`src/rtl/lsu_ctrl_pkg.sv`:
```
// Shared definitions for the load/store unit: RV32I opcodes, funct3
// size/sign encodings, the controller state type and a legality helper.
package lsu_ctrl_pkg;

   // Major opcodes that route an instruction to the LSU
   localparam logic [6:0] OPC_LOAD  = 7'b0000011;
   localparam logic [6:0] OPC_STORE = 7'b0100011;

   // funct3 access size/sign encodings shared by loads and stores
   localparam logic [2:0] F3_B  = 3'b000;
   localparam logic [2:0] F3_H  = 3'b001;
   localparam logic [2:0] F3_W  = 3'b010;
   localparam logic [2:0] F3_BU = 3'b100;
   localparam logic [2:0] F3_HU = 3'b101;

   // Width of the timeout counter, enough for the largest TIMEOUT of 255
   localparam int CNT_W = 8;

   // Controller states
   typedef enum logic [1:0] {
      LSU_IDLE   = 2'd0,
      LSU_ACCESS = 2'd1,
      LSU_RESP   = 2'd2
   } lsu_state_t;

   // Stores accept only the signed sizes; loads also accept the unsigned
   // byte and halfword variants.
   function automatic logic funct3Legal(input logic isStore, input logic [2:0] f3);
      logic ok;
      ok = 1'b0;
      if (isStore) begin
         ok = (f3 == F3_B) || (f3 == F3_H) || (f3 == F3_W);
      end else begin
         ok = (f3 == F3_B) || (f3 == F3_H) || (f3 == F3_W) ||
              (f3 == F3_BU) || (f3 == F3_HU);
      end
      return ok;
   endfunction

endpackage

```
`src/rtl/lsu_ctrl_if.sv`:
```
// Bundle of the core-facing request/response signals and the data-memory
// port. The LSU sits on the slave side; the core and memory model drive
// the master side.
interface lsu_ctrl_if #(
   parameter int ADDR_W = 32
) ();

   logic              req_valid;
   logic              req_ready;
   logic              is_store;
   logic [2:0]        funct3;
   logic [ADDR_W-1:0] addr;
   logic [31:0]       store_data;
   logic              done;
   logic [31:0]       load_data;
   logic              misaligned;
   logic              illegal;
   logic              fault;
   logic              mem_req;
   logic              mem_we;
   logic [ADDR_W-1:0] mem_addr;
   logic [3:0]        mem_be;
   logic [31:0]       mem_wdata;
   logic              mem_ack;
   logic [31:0]       mem_rdata;

   // View seen by the load/store unit itself
   modport slave (
      input  req_valid, is_store, funct3, addr, store_data, mem_ack, mem_rdata,
      output req_ready, done, load_data, misaligned, illegal, fault,
             mem_req, mem_we, mem_addr, mem_be, mem_wdata
   );

   // View seen by the surrounding core pipeline and data memory
   modport master (
      output req_valid, is_store, funct3, addr, store_data, mem_ack, mem_rdata,
      input  req_ready, done, load_data, misaligned, illegal, fault,
             mem_req, mem_we, mem_addr, mem_be, mem_wdata
   );

endinterface

```
`src/rtl/lsu_ctrl_align.sv`:
```
// Purely combinational byte-lane logic for the LSU: byte enables and
// replicated write data for stores, lane extraction plus sign/zero
// extension for loads, and the legality/alignment checks.
module lsu_align
   import lsu_ctrl_pkg::*;
(
   input  logic        isStore,
   input  logic [2:0]  funct3,
   input  logic [1:0]  addrLo,
   input  logic [31:0] storeData,
   input  logic [31:0] rdata,
   output logic [3:0]  be,
   output logic [31:0] wdata,
   output logic [31:0] loadData,
   output logic        misaligned,
   output logic        illegal
);

   logic [1:0]  sizeCode;
   logic [7:0]  byteLane;
   logic [15:0] halfLane;
   logic        rawMisaligned;

   assign sizeCode = funct3[1:0];

   // Legality first; an illegal access never reports misalignment so the
   // controller sees a single, prioritised error flag.
   always_comb begin
      illegal       = !funct3Legal(isStore, funct3);
      rawMisaligned = 1'b0;
      case (sizeCode)
         2'b01:   rawMisaligned = addrLo[0];
         2'b10:   rawMisaligned = (addrLo != 2'b00);
         default: rawMisaligned = 1'b0;
      endcase
      misaligned = rawMisaligned && !illegal;
   end

   // Store lanes: enables follow the addressed bytes, data is replicated
   // so the memory can pick whichever lane the enables select.
   always_comb begin
      be    = 4'b1111;
      wdata = storeData;
      if (isStore) begin
         case (sizeCode)
            2'b00: begin
               be    = 4'b0001 << addrLo;
               wdata = {4{storeData[7:0]}};
            end
            2'b01: begin
               be    = 4'b0011 << {addrLo[1], 1'b0};
               wdata = {2{storeData[15:0]}};
            end
            default: begin
               be    = 4'b1111;
               wdata = storeData;
            end
         endcase
      end
   end

   // Load lanes: pick the addressed byte/halfword and extend it.
   always_comb begin
      byteLane = rdata[7:0];
      case (addrLo)
         2'd0:    byteLane = rdata[7:0];
         2'd1:    byteLane = rdata[15:8];
         2'd2:    byteLane = rdata[23:16];
         default: byteLane = rdata[31:24];
      endcase
      halfLane = addrLo[1] ? rdata[31:16] : rdata[15:0];
      loadData = 32'd0;
      case (funct3)
         F3_B:    loadData = {{24{byteLane[7]}}, byteLane};
         F3_H:    loadData = {{16{halfLane[15]}}, halfLane};
         F3_W:    loadData = rdata;
         F3_BU:   loadData = {24'd0, byteLane};
         F3_HU:   loadData = {16'd0, halfLane};
         default: loadData = 32'd0;
      endcase
   end

endmodule

```
`src/rtl/lsu_ctrl.sv`:
```
// Load/store unit controller: accepts one address from the ALU at a time,
// runs a single request/acknowledge memory transaction with a timeout,
// and returns a one-cycle done pulse with the extended load data and
// error flags.
module lsu_ctrl
   import lsu_ctrl_pkg::*;
#(
   parameter int TIMEOUT = 16,
   parameter int ADDR_W  = 32
) (
   input  logic        clk,
   input  logic        rst,
   lsu_ctrl_if.slave   bus
);

   localparam logic [CNT_W-1:0] LIMIT = CNT_W'(TIMEOUT - 1);

   lsu_state_t        state_q, state_d;
   logic [CNT_W-1:0]  count_q;
   logic              isStore_q;
   logic [2:0]        funct3_q;
   logic [1:0]        addrLo_q;
   logic [ADDR_W-3:0] wordAddr_q;
   logic [31:0]       storeData_q;
   logic [31:0]       rdata_q;
   logic              misaligned_q;
   logic              illegal_q;
   logic              fault_q;

   logic        handshake;
   logic        inIdle;
   logic        timeoutHit;
   logic        alignIsStore;
   logic [2:0]  alignFunct3;
   logic [1:0]  alignAddrLo;
   logic [31:0] alignStoreData;
   logic [3:0]  alignBe;
   logic [31:0] alignWdata;
   logic [31:0] alignLoad;
   logic        alignMisaligned;
   logic        alignIllegal;

   logic              reqReady;
   logic              doneOut;
   logic [31:0]       loadDataOut;
   logic              misalignedOut;
   logic              illegalOut;
   logic              faultOut;
   logic              memReq;
   logic              memWe;
   logic [ADDR_W-1:0] memAddr;
   logic [3:0]        memBe;
   logic [31:0]       memWdata;

   assign inIdle     = (state_q == LSU_IDLE);
   assign handshake  = inIdle && bus.req_valid;
   assign timeoutHit = (count_q == LIMIT);

   // In IDLE the checks look at the incoming request so the error decision
   // is made on the handshake; afterwards the latched copy keeps enables,
   // write data and load extraction stable.
   assign alignIsStore   = inIdle ? bus.is_store     : isStore_q;
   assign alignFunct3    = inIdle ? bus.funct3       : funct3_q;
   assign alignAddrLo    = inIdle ? bus.addr[1:0]    : addrLo_q;
   assign alignStoreData = inIdle ? bus.store_data   : storeData_q;

   lsu_align uAlign (
      .isStore    (alignIsStore),
      .funct3     (alignFunct3),
      .addrLo     (alignAddrLo),
      .storeData  (alignStoreData),
      .rdata      (rdata_q),
      .be         (alignBe),
      .wdata      (alignWdata),
      .loadData   (alignLoad),
      .misaligned (alignMisaligned),
      .illegal    (alignIllegal)
   );

   // State register; reset drops the memory request immediately
   always_ff @(posedge clk or posedge rst) begin
      if (rst) begin
         state_q <= LSU_IDLE;
      end else begin
         state_q <= state_d;
      end
   end

   // Next-state: errors skip the memory access; an ack on the last allowed
   // cycle still wins over the timeout.
   always_comb begin
      state_d = state_q;
      case (state_q)
         LSU_IDLE: begin
            if (handshake) begin
               if (alignIllegal || alignMisaligned) begin
                  state_d = LSU_RESP;
               end else begin
                  state_d = LSU_ACCESS;
               end
            end
         end
         LSU_ACCESS: begin
            if (bus.mem_ack || timeoutHit) begin
               state_d = LSU_RESP;
            end
         end
         LSU_RESP: begin
            state_d = LSU_IDLE;
         end
         default: begin
            state_d = LSU_IDLE;
         end
      endcase
   end

   // Request capture, timeout counting and read-data capture
   always_ff @(posedge clk or posedge rst) begin
      if (rst) begin
         count_q      <= '0;
         isStore_q    <= 1'b0;
         funct3_q     <= 3'd0;
         addrLo_q     <= 2'd0;
         wordAddr_q   <= '0;
         storeData_q  <= 32'd0;
         rdata_q      <= 32'd0;
         misaligned_q <= 1'b0;
         illegal_q    <= 1'b0;
         fault_q      <= 1'b0;
      end else begin
         if (handshake) begin
            count_q      <= '0;
            isStore_q    <= bus.is_store;
            funct3_q     <= bus.funct3;
            addrLo_q     <= bus.addr[1:0];
            wordAddr_q   <= bus.addr[ADDR_W-1:2];
            storeData_q  <= bus.store_data;
            rdata_q      <= 32'd0;
            misaligned_q <= alignMisaligned;
            illegal_q    <= alignIllegal;
            fault_q      <= 1'b0;
         end else if (state_q == LSU_ACCESS) begin
            count_q <= count_q + 1'b1;
            if (bus.mem_ack) begin
               rdata_q <= bus.mem_rdata;
            end else if (timeoutHit) begin
               fault_q <= 1'b1;
            end
         end
      end
   end

   // Outputs decoded from state; everything except req_ready idles at zero
   always_comb begin
      reqReady      = 1'b0;
      doneOut       = 1'b0;
      loadDataOut   = 32'd0;
      misalignedOut = 1'b0;
      illegalOut    = 1'b0;
      faultOut      = 1'b0;
      memReq        = 1'b0;
      memWe         = 1'b0;
      memAddr       = '0;
      memBe         = 4'd0;
      memWdata      = 32'd0;
      case (state_q)
         LSU_IDLE: begin
            reqReady = 1'b1;
         end
         LSU_ACCESS: begin
            memReq   = 1'b1;
            memWe    = isStore_q;
            memAddr  = {wordAddr_q, 2'b00};
            memBe    = alignBe;
            memWdata = alignWdata;
         end
         LSU_RESP: begin
            doneOut       = 1'b1;
            misalignedOut = misaligned_q;
            illegalOut    = illegal_q;
            faultOut      = fault_q;
            if (!isStore_q && !misaligned_q && !illegal_q && !fault_q) begin
               loadDataOut = alignLoad;
            end
         end
         default: begin
            reqReady = 1'b0;
         end
      endcase
   end

   assign bus.req_ready  = reqReady;
   assign bus.done       = doneOut;
   assign bus.load_data  = loadDataOut;
   assign bus.misaligned = misalignedOut;
   assign bus.illegal    = illegalOut;
   assign bus.fault      = faultOut;
   assign bus.mem_req    = memReq;
   assign bus.mem_we     = memWe;
   assign bus.mem_addr   = memAddr;
   assign bus.mem_be     = memBe;
   assign bus.mem_wdata  = memWdata;

endmodule

```
`src/flat_wrapper.sv`:
```
// flat-port wrapper written by rule: the top's interface ports become plain ports
module lsu_ctrl_flat import lsu_ctrl_pkg::*;
#(
   parameter int TIMEOUT = 16,
   parameter int ADDR_W  = 32
)
  (clk, rst, bus_req_valid, bus_is_store, bus_funct3, bus_addr, bus_store_data, bus_mem_ack, bus_mem_rdata, bus_req_ready, bus_done, bus_load_data, bus_misaligned, bus_illegal, bus_fault, bus_mem_req, bus_mem_we, bus_mem_addr, bus_mem_be, bus_mem_wdata);
  lsu_ctrl_if #(.ADDR_W(ADDR_W)) bus_i ();
  input  logic clk;
  input  logic rst;
  input wire logic [$bits(bus_i.req_valid)-1:0] bus_req_valid;
  input wire logic [$bits(bus_i.is_store)-1:0] bus_is_store;
  input wire logic [$bits(bus_i.funct3)-1:0] bus_funct3;
  input wire logic [$bits(bus_i.addr)-1:0] bus_addr;
  input wire logic [$bits(bus_i.store_data)-1:0] bus_store_data;
  input wire logic [$bits(bus_i.mem_ack)-1:0] bus_mem_ack;
  input wire logic [$bits(bus_i.mem_rdata)-1:0] bus_mem_rdata;
  output wire logic [$bits(bus_i.req_ready)-1:0] bus_req_ready;
  output wire logic [$bits(bus_i.done)-1:0] bus_done;
  output wire logic [$bits(bus_i.load_data)-1:0] bus_load_data;
  output wire logic [$bits(bus_i.misaligned)-1:0] bus_misaligned;
  output wire logic [$bits(bus_i.illegal)-1:0] bus_illegal;
  output wire logic [$bits(bus_i.fault)-1:0] bus_fault;
  output wire logic [$bits(bus_i.mem_req)-1:0] bus_mem_req;
  output wire logic [$bits(bus_i.mem_we)-1:0] bus_mem_we;
  output wire logic [$bits(bus_i.mem_addr)-1:0] bus_mem_addr;
  output wire logic [$bits(bus_i.mem_be)-1:0] bus_mem_be;
  output wire logic [$bits(bus_i.mem_wdata)-1:0] bus_mem_wdata;
  assign bus_i.req_valid = bus_req_valid;
  assign bus_i.is_store = bus_is_store;
  assign bus_i.funct3 = bus_funct3;
  assign bus_i.addr = bus_addr;
  assign bus_i.store_data = bus_store_data;
  assign bus_i.mem_ack = bus_mem_ack;
  assign bus_i.mem_rdata = bus_mem_rdata;
  assign bus_req_ready = bus_i.req_ready;
  assign bus_done = bus_i.done;
  assign bus_load_data = bus_i.load_data;
  assign bus_misaligned = bus_i.misaligned;
  assign bus_illegal = bus_i.illegal;
  assign bus_fault = bus_i.fault;
  assign bus_mem_req = bus_i.mem_req;
  assign bus_mem_we = bus_i.mem_we;
  assign bus_mem_addr = bus_i.mem_addr;
  assign bus_mem_be = bus_i.mem_be;
  assign bus_mem_wdata = bus_i.mem_wdata;
  lsu_ctrl #(.TIMEOUT(TIMEOUT), .ADDR_W(ADDR_W)) u_core (.clk(clk), .rst(rst), .bus(bus_i));
endmodule
```
`config.mk`:
```
export PLATFORM = sky130hd
export DESIGN_NAME = lsu_ctrl_flat
export DESIGN_NICKNAME = d
export VERILOG_FILES = /design/src/rtl/lsu_ctrl_pkg.sv /design/src/rtl/lsu_ctrl_if.sv /design/src/rtl/lsu_ctrl_align.sv /design/src/rtl/lsu_ctrl.sv /design/src/flat_wrapper.sv
export SDC_FILE = /design/constraint.sdc
export NUM_CORES = 1
export LEC_CHECK = 0
export CAP_MARGIN = 20
export CORE_MARGIN = 2
export CORE_UTILIZATION = 37
export CTS_BUF_LIST = sky130_fd_sc_hd__clkbuf_16
export CTS_CLUSTER_SIZE = 20
export DETAILED_ROUTE_END_ITERATION = 10
export PLACE_DENSITY = 0.65
export SYNTH_ARGS = -nofsm -noshare
export SYNTH_HDL_FRONTEND = slang
export SYNTH_HIERARCHICAL = 1
export SYNTH_SLANG_ARGS = --single-unit
```
`constraint.sdc`:
```
create_clock -name clk -period 5.6 [get_ports clk]
set_input_delay 1.68 -clock clk [delete_from_list [all_inputs] [get_ports clk]]
set_output_delay 1.68 -clock clk [all_outputs]
set_load 0.005 [all_outputs]
```
==> Word-level counts from Yosys, hierarchy flattened <==
Cells that the tools add are included.
{ "word_totals": {"ff_bits": 113, "input_bits": 104, "out_inout_bits": 107, "wordCells": 93} }
{ "op_classes": {"add_sub_neg": 1, "n_eq_ne": 14, "shifts": 2, "mux": 38, "n_reduce_logical": 27} }
{ "ops": {"columns": ["cell", "count"], "rows": [
  ["$mux 32", 9],
  ["$pmux 32 s5", 1],
  ["$pmux 32 s2", 1],
  ["$pmux 8 s3", 1],
  ["$mux 16", 1],
  ["$mux 8", 2],
  ["$mux 1", 13],
  ["$add 8x1->8 const B", 1],
  ["$eq 8x4->1 const B", 1],
  ["$mux 2", 4],
  ["$mux 4", 2],
  ["$pmux 4 s2", 1],
  ["$reduce_bool 2->1", 4],
  ["$eq 2x1->1 const B", 3],
  ["$eq 2x2->1 const B", 3],
  ["$eq 3x3->1 const B", 2],
  ["$logic_not 2->1", 3],
  ["$logic_or 1x1->1", 6],
  ["$ne 2x1->1 const B", 3],
  ["$logic_and 1x1->1", 5],
  ["$logic_not 1->1", 5],
  ["$pmux 2 s2", 1],
  ["$reduce_and 2->1", 2],
  ["$shl 1x2->4 const A", 1],
  ["other kinds (7)", 7]
]} }

==> Logic depth before layout (Yosys ltp) <==
Gate-level depths: netlist of the first run.
{ "depth": {"ltp_word": 13, "mapped_depth": 13, "ltp_nobuf": 9} }

==> Modules after synthesis <==
The synthesis of the first run kept the hierarchy.
{ "by_module_without_submodules": {"columns": ["module", "n_inst", "cells_per_inst", "area_per_inst_um2", "seq_area_each_um2"], "rows": [
  ["lsu_ctrl", 1, 588, 5604.1, 2827.7],
  ["lsu_align", 1, 182, 1373.8, 0.0]
]} }

==> Least setup slack after synthesis of the first run <==
OpenSTA, ideal clock, no wires.
{ "synth_timing": {"kind": "input -> output", "from": "input port bus_addr[0]", "to": "output port bus_load_data[16]", "t_arrival_ps": 3471, "required_time_ps": 3920, "setup_slack_ps": 449, "stages": 7, "path_buffers": 2, "path_cell_list": "mux2_2 > buf_6 > mux2_4 > a222oi_1 > buf_6 > a21oi_1 > and3_1"} }
{ "synth_between": {"elab_chain_len": 6, "word_cells_on_any_way": 8, "classes_between": "2 x eq/ne; 5 x mux; 1 x reduce/logical"} }
{ "synth_rtl": {"columns": ["element", "line_no", "text"], "rows": [
  ["start: declaration", "flat_wrapper.sv:14", "input wire logic [$bits(bus_i.addr)-1:0] bus_addr;"],
  ["$mux 2 *", "lsu_ctrl.sv:64", "assign alignAddrLo = inIdle ? bus.addr[1:0] : addrLo_q;"],
  ["$eq 2x2->1 (tied with other cells)", "lsu_ctrl_align.sv:65", "case (addrLo)"],
  ["$pmux 8 s3 *", "lsu_ctrl_align.sv:65", null],
  ["$pmux 32 s5 *", "lsu_ctrl_align.sv:73", "case (funct3)"],
  ["named net u_core.alignLoad[16]", "lsu_ctrl.sv:39", "logic [31:0] alignLoad;"],
  ["$mux 32 *", "lsu_ctrl.sv:182", "if (!isStore_q && !misaligned_q && !illegal_q && !fault_q) begin"],
  ["$mux 32 *", "lsu_ctrl.sv:166", "case (state_q)"],
  ["end: declaration", "flat_wrapper.sv:20", "output wire logic [$bits(bus_i.load_data)-1:0] bus_load_data;"]
]} }
Mark *: on every way through the listed nets, which the timed path passes. The rest lies on a longest branch.

==> Worst setup path after layout of the first run <==
{ "layout_timing": {"from": "input port bus_addr[0]", "to": "output port bus_load_data[23]"} }
{ "layout_between": {"elab_chain_len": 6, "word_cells_on_any_way": 8, "classes_between": "2 x eq/ne; 5 x mux; 1 x reduce/logical"} }
{ "layout_rtl": {"columns": ["element", "line_no", "text"], "rows": [
  ["$mux 2 *", "lsu_ctrl.sv:64", null],
  ["named net u_core.alignAddrLo[0]", "lsu_ctrl.sv:35", "logic [1:0] alignAddrLo;"],
  ["$eq 2x2->1 (tied with other cells)", "lsu_ctrl_align.sv:65", null],
  ["$pmux 8 s3 *", "lsu_ctrl_align.sv:65", null],
  ["$pmux 32 s5 *", "lsu_ctrl_align.sv:73", null],
  ["named net u_core.alignLoad[23]", "lsu_ctrl.sv:39", null],
  ["$mux 32 *", "lsu_ctrl.sv:182", null],
  ["$mux 32 *", "lsu_ctrl.sv:166", null]
]} }
Marked as above.

==> results of run 1 <==
[critical path: stages]
cell,delay (ns)
dlygate4sd2_1,0.24
mux2_4,0.31
mux2_4,0.32
a222oi_1,0.43
buf_4,0.22
buf_6,0.12
buf_6,0.11
a21oi_1,0.06
and3_1,0.16
clkdlybuf4s15_1,0.20
[cell usage after synthesis, types with 3 or more instances]
cell type    n
nor2_1       6
a21oi_1     18
a22o_1      57
and2_1      72
buf_2       10
a22oi_1      9
dfrtp_1    113
nand2b_1     3
mux4_2       5
mux2_2      61
o31ai_1      3
inv_1       14
a222oi_1     8
nand2_1    239
buf_6       15
ha_1         4
clkbuf_1    30
o21ai_0     14
buf_4       16
and3_1      32
[worst min path at each step]
stage	endpoint	slack (ns)	cells past startpoint
2_1_floorplan	u_core/wordAddr_q[0]	0.44	2
3_3_place_gp	u_core/wordAddr_q[10]	0.45	2
3_5_place_dp	u_core/wordAddr_q[21]	0.45	2
4_1_cts	u_core/wordAddr_q[21]	0.47	2
5_1_grt	u_core/storeData_q[10]	0.49	2
6_report	u_core/wordAddr_q[20]	0.46	2
[layer usage]
layer / global-route usage, % / share of wire [%] / up-vias
li1: - / - / 3007
met1: 28.9 / 45 / 3067
met2: 35.3 / 47 / 220
met3: 5.64 / 7.1 / 18
met4: 6.42 / 1.3 / 0
met5: 0 / 0 / -
[layout make-up]
type	count	area share, %
clock buffers	17	4.25
flip-flops and latches	113	28.2
repair buffers	252	24.7
multi-input cells	571	37.1
clock inverters	15	2.16
well taps	234	2.92
diodes	1	0.0250
inverters	15	0.587
[logic make-up (layout without fill, tap and decap cells)]
kind of cell	Yosys count	in the layout	synth area share, %
compound gates	118	118	12.9
other cells	1	3	0.0537
mux	72	73	12.9
buf+inv	88	299	7.39
flops	113	113	40.5
fa+ha+maj	4	4	0.717
xor+xnor	2	2	0.251
simple gates	372	372	25.3
[timing repair]
action,in CTS,in global routing
endpoints found under the setup margin,48,28
buffers inserted,3,4
resized for setup,31,23
hold buffers,0,0
pin swaps,1,2
cloned,2,1
[flip-flops by register name, indices dropped and copies added (netlist names), 2 cells and up]
register,count
u_core/addrLo_q,2
u_core/count_q,8
u_core/funct3_q,3
u_core/rdata_q,32
u_core/state_q,2
u_core/storeData_q,32
u_core/wordAddr_q,30
[per-stage QoR]
| stage | setup WS, ns | power [uW] |
|---|---|---|
| floorplan | 0.449 | 2870 |
| global placement | -0.234 | 3630 |
| detailed placement | -0.252 | 3660 |
| CTS | 0.0258 | 4940 |
| global route | 0.00675 | 5260 |
| finish | 0.0560 | 4950 |
[power groups by stage]
stage,clock [uW],combinational (uW),sequential (uW)
after detailed placement,0,2270,1390
after global placement,0,2260,1370
after global routing,1250,2600,1420
after CTS,1210,2350,1380
final,1190,2380,1380
after floorplan,0,1570,1300
==> impl_metrics.tcl, run 1 <==
set metrics [dict create \
    hold_slack_ns 0.464 \
    p_comb_share_pct 48.0 \
    synth_area_per_cell_sq_um 9.06 \
    cap_violations 0 \
    grt_pass1_wl_microns 34000 \
    die_h_microns 141 \
    fin_area_sq_um 10000 \
    grt_max_degree 78 \
    core_sq_um 18600 \
    cp.required_ns 3.92 \
    synth_ff_type "dfrtp_1" \
    dpl_cell_area_sq_um 9200 \
    io_pins 211 \
    synth_top_area_share_pct 40.5 \
    slew_violations 0 \
    final_nets 1078 \
    ys_top_cells_by_area "dfrtp_1 41%, nand2_1 13%, mux2_2 9.8%, a22o_1 7.2%, and2_1 6.5%" \
    routed_wl_microns 21800 \
    crit_path_end_kind "output pin" \
    crit_fanout 5 \
    clockBufferDepth 2 \
    dp_hpwl_microns 14300 \
    irDropWorstVdd_v 0.000238 \
    p_clk_share_pct 24.1 \
    gp_congestion 0.837 \
    h-tree-depth 4 \
    dieArea_sq_um 20000 \
    final_antenna_net_count 0 \
    switchingPower_uw 1830 \
    finalNonFillerCells 1218 \
    synthArstFlopShare_pct 100 \
    yosysWarningCount 6 \
    drtIter0Drc 427 \
    clkLatencyLatePin_ns 0.42 \
    regArea_sq_um 2830 \
    tns_ns 0 \
    synth_top_area_cell "dfrtp_1" \
    numCtsBuffers 17 \
    grt_pass1_vias 6136 \
    skew_ns 0.00476 \
    yosysSeqAreaShare_pct 40.5 \
    hold_viol_final 0 \
    first_pass_iters 5 \
    path_class "input port to output pin" \
    areaGrowthSynthToFinish_pct 43.5 \
    num_vias 6312 \
    cp-start-kind "input port" \
    io_buffers 208 \
    p_int_uw 3120 \
    leakagePower_uw 0.00491 \
    cts.sinks 113 \
    seqPwrFrac_pct 27.9 \
    grt_use_total_pct 21.8 \
    rows 50 \
    vias_per_cell 5.18 \
    synth_cells 770 \
    final_util_pct 53.9 \
    cp-endpoint "bus_load_data[23]" \
    grt.overflow.total 0 \
    cts_tree "done" \
    syn-cell-area_sq_um 6980 \
    drc 0 \
    hp-class "flip-flop to flip-flop" \
    multi_input_comb_area_sq_um 3710 \
    ys_types 50 \
    reg2reg_slack_ns 2.64 \
    die_w_microns 141 \
    cts-root-buf "clkbuf_16" \
    period_needed_ns 5.54 \
    period_share_pct 99.0 \
    initial_core_util_pct 37.6 \
    cp.arrival_ns 3.86 \
    final_common_cell "nand2_1" \
    hold_path.startpoint "u_core/wordAddr_q[20]" \
    status "finished clean" \
    wl_per_cell_microns 17.9 \
    setup_viol 0 \
    max_slew_margin_pct 29.0 \
    fmax_ghz 0.180 \
    antenna_found_initial 1 \
    dp.cells 1175 \
    p_per_area_nw_per_um2 495 \
    switching_share_pct 37.0 \
    rsz0062_at_grt "no" \
    ys_ff_latch 113 \
    r2r-end "u_core/state_q[0]" \
    drive_above_1_share_pct 16.6 \
    r2r_start "u_core/state_q[0]" \
    final_cell_mix "239 x nand2_1, 185 x clkdlybuf4s50_1, 113 x dfrtp_1" \
    worst_pin_slew_ns 1.06 \
    synth-edff-count 0 \
    r2r_cells 11 \
    clkTransAtPathRegs_ns 0.05 \
    crit_start "bus_addr[0]" \
    fill_cells 1703 \
]
(Power assumes the default switching activity.)
==> run 2, diff against run 1 <==
--- a/config.mk
+++ b/config.mk
@@ -12,6 +12,7 @@
 export CTS_CLUSTER_SIZE = 20
 export DETAILED_ROUTE_END_ITERATION = 10
 export PLACE_DENSITY = 0.65
+export SKIP_LAST_GASP = 1
 export SYNTH_ARGS = -nofsm -noshare
 export SYNTH_HDL_FRONTEND = slang
 export SYNTH_HIERARCHICAL = 1
==> run 2 against run 1 <==
  * First-iteration DRC count is 16% lower
  * Clock skew is essentially flat
  * Worst hold slack about the same
  * Utilization about the same
  * Non-clock buffer count did not move
  * Sequential power barely moved
  * The run now ends with setup timing left
==> impl_metrics.tcl, run 2 (same netlist as run 1, synthesis figures left out) <==
set metrics [dict create \
    dp_hpwl_microns 14300 \
    setup_viol 1 \
    grt_max_degree 78 \
    grt_pass1_vias 6136 \
    top_regs "u_core/rdata_q: 32 flops, u_core/storeData_q: 32 flops, u_core/wordAddr_q: 30 flops" \
    cp-start-kind "input port" \
    period_share_pct 101 \
    period_needed_ns 5.66 \
    final_nets 1078 \
    die_h_microns 141 \
    min_path_cells 2 \
    clkLatencyLatePin_ns 0.42 \
    leakagePower_uw 0.00488 \
    die_w_microns 141 \
    skew_ns 0.00500 \
    areaGrowthSynthToFinish_pct 43.4 \
    max_slew_margin_pct 32.0 \
    hp-class "flip-flop to flip-flop" \
    r2r_cells 11 \
    worst-path-buf-inv 4 \
    rows 50 \
    hold_viol_final 0 \
    slowest_stage "clkdlybuf4s50_1" \
    cts_hold_buf 0 \
    worst_slack_ns -0.0575 \
    numCtsBuffers 17 \
    crit_top_cell "mux2_4" \
    drtIter0Drc 357 \
    clockBufferDepth 2 \
    gp_congestion 0.837 \
    final_util_pct 53.8 \
    wl_per_cell_microns 17.8 \
    grt.overflow.total 0 \
    num_vias 6327 \
    clkTransAtPathRegs_ns 0.05 \
    place_ws_ns -0.252 \
    cts_tree "done" \
    core_sq_um 18600 \
    initial_core_util_pct 37.6 \
    critPathMaxStageDelay_ns 0.45 \
    fmax_ghz 0.177 \
    tns_ns -0.0575 \
    first_pass_iters 5 \
    drive_above_1_share_pct 16.6 \
    crit_family "buffers and inverters" \
    cp.arrival_ns 3.98 \
    h-tree-depth 4 \
    final_antenna_net_count 0 \
    final_common_cell "nand2_1" \
    io_buffers 208 \
    cp_cell_sequence "dlygate4sd2_1, mux2_4, mux2_4, a222oi_1, buf_4, buf_6, a21oi_1, and3_1, clkdlybuf4s50_1" \
    grt_pass1_wl_microns 34000 \
    dieArea_sq_um 20000 \
    path_class "input port to output pin" \
    violations "setup timing" \
    cp.required_ns 3.92 \
    drc 0 \
    status "finished with violations" \
    routed_wl_microns 21700 \
    grt_use_total_pct 21.8 \
    crit_cells 9 \
    io_pins 211 \
    vias_per_cell 5.19 \
    hold_slack_ns 0.464 \
    cts.sinks 113 \
    irDropWorstVdd_v 0.000238 \
    cap_violations 0 \
    p_per_area_nw_per_um2 495 \
    slew_violations 0 \
    crit_path_end_kind "output pin" \
    crit_fanout 6 \
    rsz0062_at_grt "yes" \
    antenna_found_initial 1 \
    worst_pin_slew_ns 1.02 \
    final_cell_mix "239 x nand2_1, 187 x clkdlybuf4s50_1, 113 x dfrtp_1" \
    cts-root-buf "clkbuf_16" \
]
==> run 2: changes by cell type in the layout (fill, tap and decap cells not counted), sizes merged <==
cell and change:
dlygate4sd2 +1, dlymetal6s2s -2, clkdlybuf4s50 +2, clkdlybuf4s15 -1
==> run 2: what timing repair did <==
action	4_1_cts	5_1_grt
cloned	2	1
gates resized for setup	31	20
pin swaps	1	2
setup endpoints to repair	48	28
buffers inserted	3	4
==> run 2: final timing paths <==
kind / slack (ns) / start / endpoint
worst max-delay path: -0.06 / bus_addr[0] / bus_load_data[30]
worst min-delay path: 0.46 / u_core/wordAddr_q[20] / u_core/wordAddr_q[20]
worst max register to register: 2.64 / u_core/state_q[0] / u_core/state_q[0]
worst min register to register: 0.46 / u_core/wordAddr_q[20] / u_core/wordAddr_q[20]
max in group asynchronous: 2.97 / rst / u_core/wordAddr_q[1]
min in group asynchronous: 1.70 / rst / u_core/rdata_q[29]
==> run 2: metal layers <==
layer / wire (microns) / part of all wire [%] / vias up / track usage (%)
met4: 288 / 1.3 / 0 / 6.42
met2: 10300 / 47 / 229 / 35.3
met3: 1610 / 7.4 / 20 / 5.64
met5: 0 / 0 / - / 0
met1: 9570 / 44 / 3066 / 28.9
li1: - / - / 3012 / -
==> run 2: power by group <==
group | total [uW] | switching [uW] | internal, uW
logic | 2380 | 1180 | 1200
clock network | 1190 | 408 | 786
registers | 1380 | 240 | 1140
total | 4950 | 1830 | 3120
==> run 2: cell type report <==
cell class                      count  area (sq um)
Timing Repair Buffer              252          2470
Inverter                           15          58.8
Antenna cell                        1          2.50
Clock buffer                       17           425
Tap cell                          234           293
Fill cell                        1703          8580
Multi-Input combinational cell    571          3710
Clock inverter                     15           216
Sequential cell                   113          2830
==> run 2: stage by stage <==
| stage | total power [uW] | std cells | instance area, sq um |
|---|---|---|---|
| global placement | 3630 | 1175 | 9200 |
| CTS | 4940 | 1212 | 9920 |
| floorplan | 2870 | 771 | 6980 |
| detailed placement | 3660 | 1175 | 9200 |
| global route | 5260 | 1217 | 10000 |
| finish | 4950 | 1218 | 10000 |
==> run 2: tightest hold or removal path: stages (launching register included) <==
cell and delay, ns:
dfrtp_1 0.33, nand2_1 0.05, nand2_1 0.06
